===== src/rtl/uart_tx.sv =====
// UART transmitter: one-byte holding register feeding a start/8-data/even-parity/stop framer.
// States: IDLE line high | START start bit | DATA 8 data bits LSB first | PARITY even parity | STOP stop bit
module uart_tx #(
    parameter int unsigned CLK_TX     = 50000,
    parameter int unsigned BAUDRATE   = 10000,
    parameter int unsigned BIT_CYCLES = CLK_TX / BAUDRATE,
    parameter logic [31:0] TX_ADDRESS = 32'h0040_0104
) (
    input  logic        clk,
    input  logic        reset,
    input  logic [7:0]  data_in,
    input  logic [31:0] address,
    input  logic        we,
    output logic        data_tx,
    output logic        ready,
    output logic        busy
);

    localparam int unsigned CW = (BIT_CYCLES > 1) ? $clog2(BIT_CYCLES) : 1;
    localparam logic [CW-1:0] BAUD_LAST = CW'(BIT_CYCLES - 1);

    typedef enum logic [2:0] {IDLE, START, DATA, PARITY, STOP} state_t;

    state_t        state_q, state_d;
    logic [CW-1:0] baud_q, baud_d;
    logic [2:0]    bit_idx_q, bit_idx_d;
    logic [7:0]    shift_q, shift_d;
    logic          parity_q, parity_d;
    logic [7:0]    hold_q, hold_d;
    logic          hold_full_q, hold_full_d;
    logic          tx_q, tx_d;
    logic          wr_accept;
    logic          load;
    logic          baud_last;

    assign wr_accept = we && (address == TX_ADDRESS) && !hold_full_q;
    assign baud_last = (baud_q == BAUD_LAST);

    always_comb begin
        state_d     = state_q;
        baud_d      = baud_q;
        bit_idx_d   = bit_idx_q;
        shift_d     = shift_q;
        parity_d    = parity_q;
        hold_d      = hold_q;
        hold_full_d = hold_full_q;
        tx_d        = tx_q;
        load        = 1'b0;

        if (state_q != IDLE) begin
            baud_d = baud_last ? '0 : baud_q + 1'b1;
        end

        unique case (state_q)
            IDLE: begin
                tx_d = 1'b1;
                if (hold_full_q) begin
                    load    = 1'b1;
                    state_d = START;
                    tx_d    = 1'b0;
                    baud_d  = '0;
                end
            end
            START: begin
                if (baud_last) begin
                    state_d   = DATA;
                    tx_d      = shift_q[0];
                    shift_d   = shift_q >> 1;
                    bit_idx_d = '0;
                end
            end
            DATA: begin
                if (baud_last) begin
                    if (bit_idx_q == 3'd7) begin
                        state_d   = PARITY;
                        tx_d      = parity_q;
                        bit_idx_d = '0;
                    end else begin
                        tx_d      = shift_q[0];
                        shift_d   = shift_q >> 1;
                        bit_idx_d = bit_idx_q + 3'd1;
                    end
                end
            end
            PARITY: begin
                if (baud_last) begin
                    state_d = STOP;
                    tx_d    = 1'b1;
                end
            end
            STOP: begin
                // A queued byte starts immediately after the stop bit, no idle gap.
                if (baud_last) begin
                    if (hold_full_q) begin
                        load    = 1'b1;
                        state_d = START;
                        tx_d    = 1'b0;
                    end else begin
                        state_d = IDLE;
                        tx_d    = 1'b1;
                    end
                end
            end
            default: begin
                state_d = IDLE;
                tx_d    = 1'b1;
            end
        endcase

        // load needs a full holding register and wr_accept an empty one, so they never coincide.
        if (load) begin
            shift_d     = hold_q;
            parity_d    = ^hold_q;
            hold_full_d = 1'b0;
            bit_idx_d   = '0;
        end else if (wr_accept) begin
            hold_d      = data_in;
            hold_full_d = 1'b1;
        end
    end

    always_ff @(posedge clk) begin
        if (reset) begin
            state_q     <= IDLE;
            baud_q      <= '0;
            bit_idx_q   <= '0;
            shift_q     <= '0;
            parity_q    <= 1'b0;
            hold_q      <= '0;
            hold_full_q <= 1'b0;
            tx_q        <= 1'b1;
        end else begin
            state_q     <= state_d;
            baud_q      <= baud_d;
            bit_idx_q   <= bit_idx_d;
            shift_q     <= shift_d;
            parity_q    <= parity_d;
            hold_q      <= hold_d;
            hold_full_q <= hold_full_d;
            tx_q        <= tx_d;
        end
    end

    assign data_tx = tx_q;
    assign ready   = ~hold_full_q;
    assign busy    = (state_q != IDLE);

endmodule


===== config.mk =====
export PLATFORM = sky130hd
export DESIGN_NAME = uart_tx
export DESIGN_NICKNAME = d
export VERILOG_FILES = /design/src/rtl/uart_tx.sv
export SDC_FILE = /design/constraint.sdc
export NUM_CORES = 1
export LEC_CHECK = 0
export BUFFER_PORTS_ARGS = -buffer_cell sky130_fd_sc_hd__buf_2
export CORE_ASPECT_RATIO = 0.75
export CORE_MARGIN = 2
export CORE_UTILIZATION = 50
export DETAILED_ROUTE_END_ITERATION = 12
export GPL_TIMING_DRIVEN = 0
export PLACE_DENSITY = 0.79
export SYNTH_ARGS = -nofsm -noshare
export SYNTH_HDL_FRONTEND = slang
export SYNTH_SLANG_ARGS = --single-unit

===== constraint.sdc =====
create_clock -name clk -period 4.65 [get_ports clk]
set_input_delay 0.2325 -clock clk [delete_from_list [all_inputs] [get_ports clk]]
set_output_delay 0.2325 -clock clk [all_outputs]
set_load 0.05 [all_outputs]

# ---- Yosys cells after proc, flatten, opt, wreduce, memory -nomap -nowiden
# Cells that the tools add are included.
dict set report totals {
  regBits 28
  in_bits 43
  output_inout_bits 3
  word_cells 73
}
dict set report op_classes {
  addsub 2
  eq_ne 16
  mux 31
  bitwise_logic 2
  reduce_logical 14
}
# operator count
set ops {}
lappend ops {{$mux W3} 13}
lappend ops {{$eq A32 B23 Y1 const B} 1}
lappend ops {{$mux W8} 4}
lappend ops {{$pmux W8 S2} 1}
lappend ops {{$pmux W3 S5} 1}
lappend ops {{$ne A2 B2 Y1 const B} 6}
lappend ops {{$eq A3 B3 Y1 const B} 3}
lappend ops {{$mux W1} 9}
lappend ops {{$ne A3 B3 Y1 const B} 3}
lappend ops {{$reduce_and A4 Y1} 2}
lappend ops {{$reduce_xor A8 Y1} 1}
lappend ops {{$add A3 B1 Y3 const B} 2}
lappend ops {{$eq A3 B2 Y1 const B} 2}
lappend ops {{$pmux W3 S2} 1}
lappend ops {{$reduce_and A6 Y1} 1}
lappend ops {{$reduce_bool A3 Y1} 2}
lappend ops {{$pmux W1 S5} 1}
lappend ops {{$eq A3 B1 Y1 const B} 1}
lappend ops {{$logic_not A3 Y1} 1}
lappend ops {{$reduce_and A3 Y1} 1}
lappend ops {{$logic_and A1 B1 Y1} 2}
lappend ops {{$not A1 Y1} 2}
lappend ops {{$pmux W1 S2} 1}
lappend ops {{$reduce_and A2 Y1} 1}
lappend ops {{other kinds (3)} 3}

# ---- Logic depth before layout (Yosys ltp)
# Gate-level depths: netlist of the first run.
dict set report logic_depth {
  word_depth 5
  depth_mapped 8
  ltp_nobuf 6
}

# ---- Worst setup path after synthesis of the first run
# No wires, ideal clock.
dict set report synth_path {
  kind {register to register}
  startpoint {register baud_q[0]}
  endpoint {register shift_q[7]}
  setup_time_ps 71
  arrival_time_ps 1762
  required_time_ps 4579
  setup_slack_ps 2818
  stages_incl_launch_ff 8
  path_buffers 1
  synth_period_minus_slack_ps 1832
  cell_sequence {dfxtp_1 inv_1 ha_1 a21bo_1 and3_4 buf_6 or4b_1 a21oi_1}
}
dict set report synth_via {
  elab_chain_cells 5
  word_cells_on_any_way 9
  classes_between {4 x eq/ne; 3 x mux; 2 x reduce/logical}
}
# item line_no
set synth_lines {}
lappend synth_lines {{start, declared} 25} ;# logic [CW-1:0] baud_q, baud_d;
lappend synth_lines {{start signal, assigned} 134} ;# baud_q <= baud_d;
lappend synth_lines {{$eq A3 B3 Y1 *} 37} ;# assign baud_last = (baud_q == BAUD_LAST);
lappend synth_lines {{$mux W1} 93} ;# if (baud_last) begin
lappend synth_lines {{$pmux W1 S2} 54} ;# unique case (state_q)
lappend synth_lines {{$ne A3 B3 Y1 (no line) / $reduce_bool A3 Y1 (equally long branches)} --}
lappend synth_lines {{$reduce_and A4 Y1 (no line)} --}
lappend synth_lines {{end signal, assigned} 136} ;# shift_q <= shift_d;
lappend synth_lines {{end, declared} 27} ;# logic [7:0] shift_q, shift_d;
# Mark *: on every way between the ends. The rest lies on a longest branch, timed or not.
# A chain may end at the register's enable or synchronous reset.

# ---- Worst setup path in the final report of the first run
dict set report layout_path {
  startpoint {register baud_q[0]}
  endpoint {register shift_q[2]}
}
# Same word-level chain as after synthesis.

==> metrics.md, run 1 <==
| Metric | Value |
|---|---|
| Worst min path class | `in2reg` |
| Cell variety after synth | `44` |
| Post-synth top cells | `dfxtp_1 (28), a21oi_1 (14), mux2i_1 (9), nand4_1 (9), nor3_1 (9)` |
| CP Capture Type | `register` |
| Initial Util | `53.2%` |
| Post-Syn Instances | `180` |
| Top Layer Used | `met4` |
| Syn nets | `227` |
| Max_cap viols | `0` |
| Drt wl/cell | `13.9 um` |
| Chip Width | `69.0 um` |
| Slew Limit Fails | `0` |
| Tightest Pin Transition | `578 ps` |
| Final Util | `64.7%` |
| Worst path cell trace | `inv_1, ha_1, and4b_1, nor3b_2, or3_1, buf_2, a21oi_2` |
| Syn. warnings | `0` |
| Synth top area share | `35.4%` |
| Final Cycle Share | `44.0%` |
| Sw frac | `19.0%` |
| Internal Power | `0.000370 W` |
| Seq pwr share | `52.4%` |
| Met2 routed WL | `1.61 mm` |
| Critical path type | `reg2reg` |
| Reg2reg end | `shift_q[2]` |
| Pre-CTS WS | `2640 ps` |
| Core area | `2980 um^2` |
| Worst vdd ir | `0.202 mV` |
| Number of flops mapped to enable cells by yosys | `0` |
| Register area share after synthesis | `35.4%` |
| Met3 Wirelength | `123 um` |
| Slowest Stage Delay on Critical Path | `510 ps` |
| Fillers | `261` |
| Total track usage | `22.6%` |
| CTS buffer count | `3` |
| Syn Std Cell Area | `1580 um^2` |
| Worst reg2reg path startpoint | `baud_q[0]` |
| Net load switching power | `0.0000870 W` |
| Worst-path maximum fanout | `9` |
| # rows | `17` |
| PwrDens | `237 nW/um^2` |
| Syn Area/Cell | `8.80 um^2` |
| First-pass GRT wire length | `6.13 mm` |
| Setup bufs post-CTS | `0` |
| Setup TNS | `0 ps` |
| Reg2Reg Setup Slack | `2600 ps` |
| CTS resizes | `0` |
| Comb pwr share | `5.6%` |
| Vias in the first global route | `1337` |
| # port buffers | `45` |
| CTS root buf | `clkbuf_8` |
| Clock transition at path regs | `100 ps` |
| N_diodes | `0` |
| GRT Residual Overflow | `0` |
| Num Clock Sinks | `28` |
| Relative slew slack | `61.3%` |
| Hold buffer count at CTS | `0` |
| Arr. time, crit path | `2210 ps` |
| Fin crit period | `2050 ps` |
| Max Fclk | `488 MHz` |
| Routed wire length | `3.72 mm` |
| Post-synth top flop | `dfxtp_1` |
| Yosys reg bits | `28` |
| Final setup margin | `2600 ps` |
| CTS tree | `yes` |
| Outcome | `complete, no violations` |
| Die area | `3640 um^2` |
| Synth area leader | `dfxtp_1` |
| Synth-to-layout area growth | `21.7%` |
| Gpl congestion | `0.781` |
| Die H | `52.7 um` |
| I/O pins | `46` |
| Antenna violations before repair | `0` |
| Final HPWL DP | `2.83 mm` |
| Final clock skew | `8.48 ps` |
| Via density | `5.64` |
| Startpoint Class | `register` |
| Final hold viol count | `0` |
| Fraction of registers with async set/reset | `0%` |
| Worst Hold Slack | `208 ps` |
| Clk Latency, worst-skew pair | `280 ps` |
| Final #Nets | `277` |
| DRT Pass-1 Iters | `4` |
| Top cells by area, synth | `dfxtp_1 (35%), mux2i_1 (5.7%), a21oi_1 (4.4%), xnor2_1 (4.4%), a21oi_2 (3.9%)` |
| Clock group share of total power | `41.9%` |
| Share of cells above drive strength 1 | `28.8%` |
| Most numerous cell in the Yosys netlist | `dfxtp_1` |
| Max Root-Sink Buffers | `2` |
| Pin count of the biggest net entering global routing | `17` |
| Post-route ant nets | `0` |
| RSZ-0062 raised after global routing | `false` |
| Setup crit end | `shift_q[2]` |
| Crit path required time | `4820 ps` |
| H-tree levels | `1` |
| DRT met1 WL | `1.97 mm` |
| Vias | `1506` |
| Drt initial violations | `123` |
| Drc violations | `0` |
| Pleak | `0.765 nW` |
| Pwr Total | `0.000457 W` |
| Crit. Startpoint | `baud_q[0]` |
| Worst path slowest cell | `nor3b_2` |
| R2R depth | `7` |
| Setup Viol. Count Final | `0` |
[per-stage QoR]
step / std cells / area, um^2
3_3_place_gp: 263 / 1860
5_1_grt: 267 / 1930
6_report: 267 / 1930
2_1_floorplan: 180 / 1580
3_5_place_dp: 263 / 1860
4_1_cts: 267 / 1930
[worst max-delay path: cells and delay by family, from the launching register on]
kind | cells | cell delay (ps)
flops | 1 | 330
fa+ha+maj | 1 | 280
buf+inv | 2 | 300
compound gates | 1 | 80
simple gates | 3 | 960
[power groups by stage]
stage / Combinational [W] / Sequential [W] / Clock (W)
floorplan: 0.00000671 / 0.000245 / 0
global placement: 0.0000250 / 0.000245 / 0
detailed placement: 0.0000256 / 0.000245 / 0
CTS: 0.0000256 / 0.000240 / 0.000192
global route: 0.0000285 / 0.000240 / 0.000204
finish: 0.0000257 / 0.000240 / 0.000192
[cells by family after synthesis]
logic type / count (synthesis) / synth area share [%]
flops: 28 / 35.4
compound gates: 53 / 23.2
fa+ha+maj: 4 / 3.16
xor+xnor: 8 / 4.42
mux: 9 / 5.69
buf+inv: 18 / 5.29
simple gates: 60 / 22.8
[registers in the layout (all words and copies together), names as in the netlist]
signal / count
state_q: 3
baud_q: 3
hold_q: 8
data_tx: 1
bit_idx_q: 3
hold_full_q: 1
shift_q: 8
parity_q: 1
[per-layer routing]
layer / vias up / global-route usage (%)
li1: 793 / -
met1: 693 / 33.2
met2: 18 / 34.0
met3: 2 / 5.16
met4: 0 / 3.59
met5: - / 0
[worst min path at each step]
stage / start / endpoint / depth (start not counted)
after floorplan: data_in[0] / hold_q[0] / 2
after global placement: data_tx / data_tx / 2
after detailed placement: data_tx / data_tx / 2
after CTS: data_in[5] / hold_q[5] / 3
after global routing: data_in[5] / hold_q[5] / 3
final: data_in[5] / hold_q[5] / 3
[cells in the final DEF, fill, tap and decap left out, types with 2 or more instances in the layout]
| cell | instances |
|---|---|
| xnor2_1 | 8 |
| and3_1 | 2 |
| a21oi_2 | 7 |
| nand4_1 | 9 |
| nor2_1 | 8 |
| o41ai_1 | 7 |
| nand3b_1 | 2 |
| nor3_1 | 9 |
| inv_1 | 5 |
| o21ai_1 | 2 |
| nand2_1 | 6 |
| nor4_1 | 3 |
| clkbuf_8 | 3 |
| dfxtp_1 | 28 |
| a31oi_1 | 2 |
| clkbuf_1 | 4 |
| buf_2 | 49 |
| nand3_1 | 4 |
| or3_1 | 2 |
| buf_1 | 2 |
| mux2i_1 | 9 |
| a22oi_1 | 3 |
| nand2b_1 | 2 |
| ha_1 | 4 |
| a21oi_1 | 14 |
| o31ai_1 | 8 |
| o21ai_0 | 5 |
| nor4b_1 | 4 |
[final cells by class]
cell class              count  area, um^2  share of cell area, %
plain buffers              12        61.3                   3.18
clock buffers               3        41.3                   2.14
clock inverters             1        30.0                   1.56
inverters                   6        22.5                   1.17
multi-input cells         134         940                   48.7
flip-flops and latches     28         561                   29.1
well taps                  38        47.5                   2.47
repair buffers             45         225                   11.7
Power figures use the tool's default switching activity.
==> run 2: changes to the inputs <==
ABC_AREA = 1   (was default)
CORE_UTILIZATION = 48   (was 50)
PLACE_DENSITY = 0.78   (was 0.79)
clock period = 1.8 ns   (was 4.65 ns; I/O delays follow)
==> run 2 against run 1 <==
Net effect: fmax rose by 31%; synthesized cell count rose by 59%; flip-flop and latch count did not move.
==> metrics.md, run 2 <==
| Metric | Value |
|---|---|
| Routed wire length | `3.93 mm (+5.7%)` |
| Max_cap viols | `0 (unchanged)` |
| Syn Std Cell Area | `1840 um^2 (+16%)` |
| Most frequent cells in the layout | `nand2_1 (84), nor2_1 (51), buf_2 (45), inv_1 (29), nand3_1 (29)` |
| CTS root buf | `clkbuf_8` |
| I/O pins | `46 (unchanged)` |
| Outcome | `complete, no violations` |
| Pleak | `1.05 nW (+38%)` |
| Clock transition at path regs | `100 ps (about the same)` |
| Commonest non-fill, non-tap cell in the layout | `nand2_1` |
| Critical path type | `reg2reg` |
| Fraction of registers with async set/reset | `0% (unchanged)` |
| Final HPWL DP | `3.15 mm (+11%)` |
| Syn. warnings | `0 (unchanged)` |
| Startpoint Class | `register` |
| # rows | `19 (+2)` |
| Cell count after placement | `383 (+46%)` |
| Hold Crit Depth | `4 (+1)` |
| Die area | `4340 um^2 (+19%)` |
| Final hold viol count | `0 (unchanged)` |
| Post-synth top cells | `nand2_1 (84), nor2_1 (51), inv_1 (29), nand3_1 (29), dfxtp_1 (28)` |
| Pwr Total | `0.00180 W (+290%)` |
| Tightest Pin Transition | `691 ps (+114 ps)` |
| Number of flops mapped to enable cells by yosys | `0 (unchanged)` |
| Worst path cell trace | `inv_1, ha_1, nand2_1, nand2_1, nand3_4, buf_6, nand2_1, nand2_1, nand2_1, a21oi_2` |
| # port buffers | `45 (unchanged)` |
| Reg2Reg Setup Slack | `230 ps (-2370 ps)` |
| Critical path's most frequent cell | `nand2_1` |
| CTS tree | `yes` |
| Antenna violations before repair | `0 (unchanged)` |
| PwrDens | `824 nW/um^2 (+250%)` |
| Worst-path maximum fanout | `10 (+1)` |
| Top cells by area, synth | `dfxtp_1 (31%), nand2_1 (17%), nor2_1 (10%), nand3_1 (7.9%), inv_1 (5.9%)` |
| CP Capture Type | `register` |
| Post-synth top flop | `dfxtp_1` |
| Final Non-Filler Cells | `387 (+45%)` |
| Fillers | `379 (+45%)` |
| Via density | `4.73 (-16%)` |
| Setup TNS | `0 ps (unchanged)` |
| Reg2reg end | `shift_q[6]` |
| Gpl congestion | `0.803 (+2.8%)` |
| Initial Util | `50.2% (-3.0 points)` |
| DRT Pass-1 Iters | `4 (unchanged)` |
| Synth area leader | `dfxtp_1` |
| Crit path required time | `2010 ps (-2810 ps)` |
| R2R depth | `10 (+3)` |
| Share of cells above drive strength 1 | `24.8% (-4.0 points)` |
| Hold Path End | `parity_q` |
| Setup bufs post-CTS | `0 (unchanged)` |
| Core area | `3660 um^2 (+23%)` |
| Max Root-Sink Buffers | `2 (unchanged)` |
| Worst reg2reg path startpoint | `baud_q[0]` |
| Pin count of the biggest net entering global routing | `16 (-1)` |
| Die H | `57.6 um (+9.1%)` |
| Arr. time, crit path | `1780 ps (-430 ps)` |
| Total track usage | `21.0% (-1.5 points)` |
| First-pass GRT wire length | `7.32 mm (+19%)` |
| Syn nets | `333 (+47%)` |
| Relative slew slack | `53.9% (-7.4 points)` |
| Synth-to-layout area growth | `18.9%` |
| Final #Nets | `383 (+38%)` |
| Drt wl/cell | `10.1 um (-27%)` |
| Num Clock Sinks | `28 (unchanged)` |
| Most numerous cell in the Yosys netlist | `nand2_1` |
| Drt initial violations | `84 (-32%)` |
| Post-Syn Instances | `286 (+59%)` |
| Synth top area share | `30.5% (-4.9 points)` |
| Drc violations | `0 (unchanged)` |
| Final clock skew | `1.51 ps (-6.97 ps)` |
| Worst path slowest cell | `dfxtp_1` |
| Setup Viol. Count Final | `0 (unchanged)` |
| Yosys reg bits | `28 (unchanged)` |
| Slew Limit Fails | `0 (unchanged)` |
| Fin crit period | `1570 ps (-480 ps)` |
| Vias in the first global route | `1810 (+35%)` |
| Clk Latency, worst-skew pair | `270 ps (about the same)` |
| Hold_sp | `reset` |
| Vias | `1830 (+22%)` |
| Hold buffer count at CTS | `0 (unchanged)` |
| Worst vdd ir | `0.546 mV (+170%)` |
| Slowest Stage Delay on Critical Path | `370 ps (-140 ps)` |
| Final Cycle Share | `87.1% (+43 points)` |
| RSZ-0062 raised after global routing | `false` |
| Chip Width | `75.4 um (+9.3%)` |
| Largest registers | `hold_q (8), shift_q (8)` |
| Register area share after synthesis | `30.5% (-4.9 points)` |
| CTS buffer count | `3 (unchanged)` |
| H-tree levels | `1 (unchanged)` |
| CTS resizes | `0 (unchanged)` |
| Max Fclk | `638 MHz (+31%)` |
| GRT Residual Overflow | `0 (unchanged)` |
| Syn Area/Cell | `6.42 um^2 (-27%)` |
| Cell variety after synth | `27 (-39%)` |
| Worst min path class | `in2reg` |
| N_diodes | `0 (unchanged)` |
| Post-route ant nets | `0 (unchanged)` |
## run 2: cell count changes after synthesis, sizes merged, moves of 5 or more
cell and change:
buf -5, nand2 +88, o41ai -7, o31ai -8, nor2 +49, nor3 -7, a21oi -6, mux2i -9
nand3 +28, nand4 -9, inv +28, o21ai -5
## run 2: cell type report
| class | count | area, um^2 | area share [%] |
|---|---|---|---|
| Sequential cell | 28 | 561 | 25.7 |
| Clock buffer | 4 | 55.1 | 2.52 |
| Multi-Input combinational cell | 221 | 1130 | 51.7 |
| Timing Repair Buffer | 45 | 225 | 10.3 |
| Inverter | 34 | 130 | 5.96 |
| Buffer | 3 | 18.8 | 0.860 |
| Tap cell | 52 | 65.1 | 2.98 |
## run 2: worst max-delay path by stage
stage               from         end  slack (ps)  cells after the start
6_report       baud_q[0]  shift_q[6]         230                     10
3_3_place_gp   baud_q[0]  shift_q[5]         230                     10
4_1_cts        baud_q[0]  shift_q[5]         180                     10
2_1_floorplan  baud_q[0]  shift_q[1]         420                     10
3_5_place_dp   baud_q[0]  shift_q[1]         200                     10
5_1_grt        baud_q[0]  shift_q[6]          90                     10
## run 2: kinds of logic after synthesis
kind of cell,share of synthesized area [%]
simple gates,47.4
buf+inv,8.04
flops,30.5
compound gates,7.02
xor+xnor,4.29
fa+ha+maj,2.72
## run 2: metal layers
layer | up-vias | part of all wire [%] | GRT usage, % | wire length (um)
met1 | 809 | 50 | 27.5 | 1970
met4 | 0 | 0.76 | 3.01 | 30
met2 | 30 | 46 | 36.0 | 1810
li1 | 987 | - | - | -
met3 | 4 | 3.1 | 4.95 | 121
met5 | - | 0 | 0 | 0
## run 2: power by group
| part | switching (W) | leakage [nW] | total (W) | internal (W) |
|---|---|---|---|---|
| clock network | 0.000197 | 0.0288 | 0.000393 | 0.000196 |
| logic | 0.000463 | 0.799 | 0.000690 | 0.000226 |
| registers | 0.0000546 | 0.226 | 0.000717 | 0.000663 |
| total | 0.000715 | 1.05 | 0.00180 | 0.00108 |
## run 2: worst max-delay path, delay by kind of cell (launching register included)
family                     cells  cell delay (ps)
AOI/OAI and AO/OA              1              110
adders and majority gates      1              190
buffers and inverters          2              240
DFF                            1              370
and+or+nand+nor                6              600
## run 2: per-stage QoR
| stage | util, % | instance area (um^2) | worst slack, ps | hold WS, ps |
|---|---|---|---|---|
| 5_1_grt | 59.6 | 2180 | 90.6 | 148 |
| 2_1_floorplan | - | 1840 | 416 | 238 |
| 3_5_place_dp | 58.1 | 2130 | 196 | 407 |
| 3_3_place_gp | 58.1 | 2130 | 229 | 398 |
| 6_report | 59.6 | 2180 | 232 | 113 |
| 4_1_cts | 59.6 | 2180 | 185 | 111 |
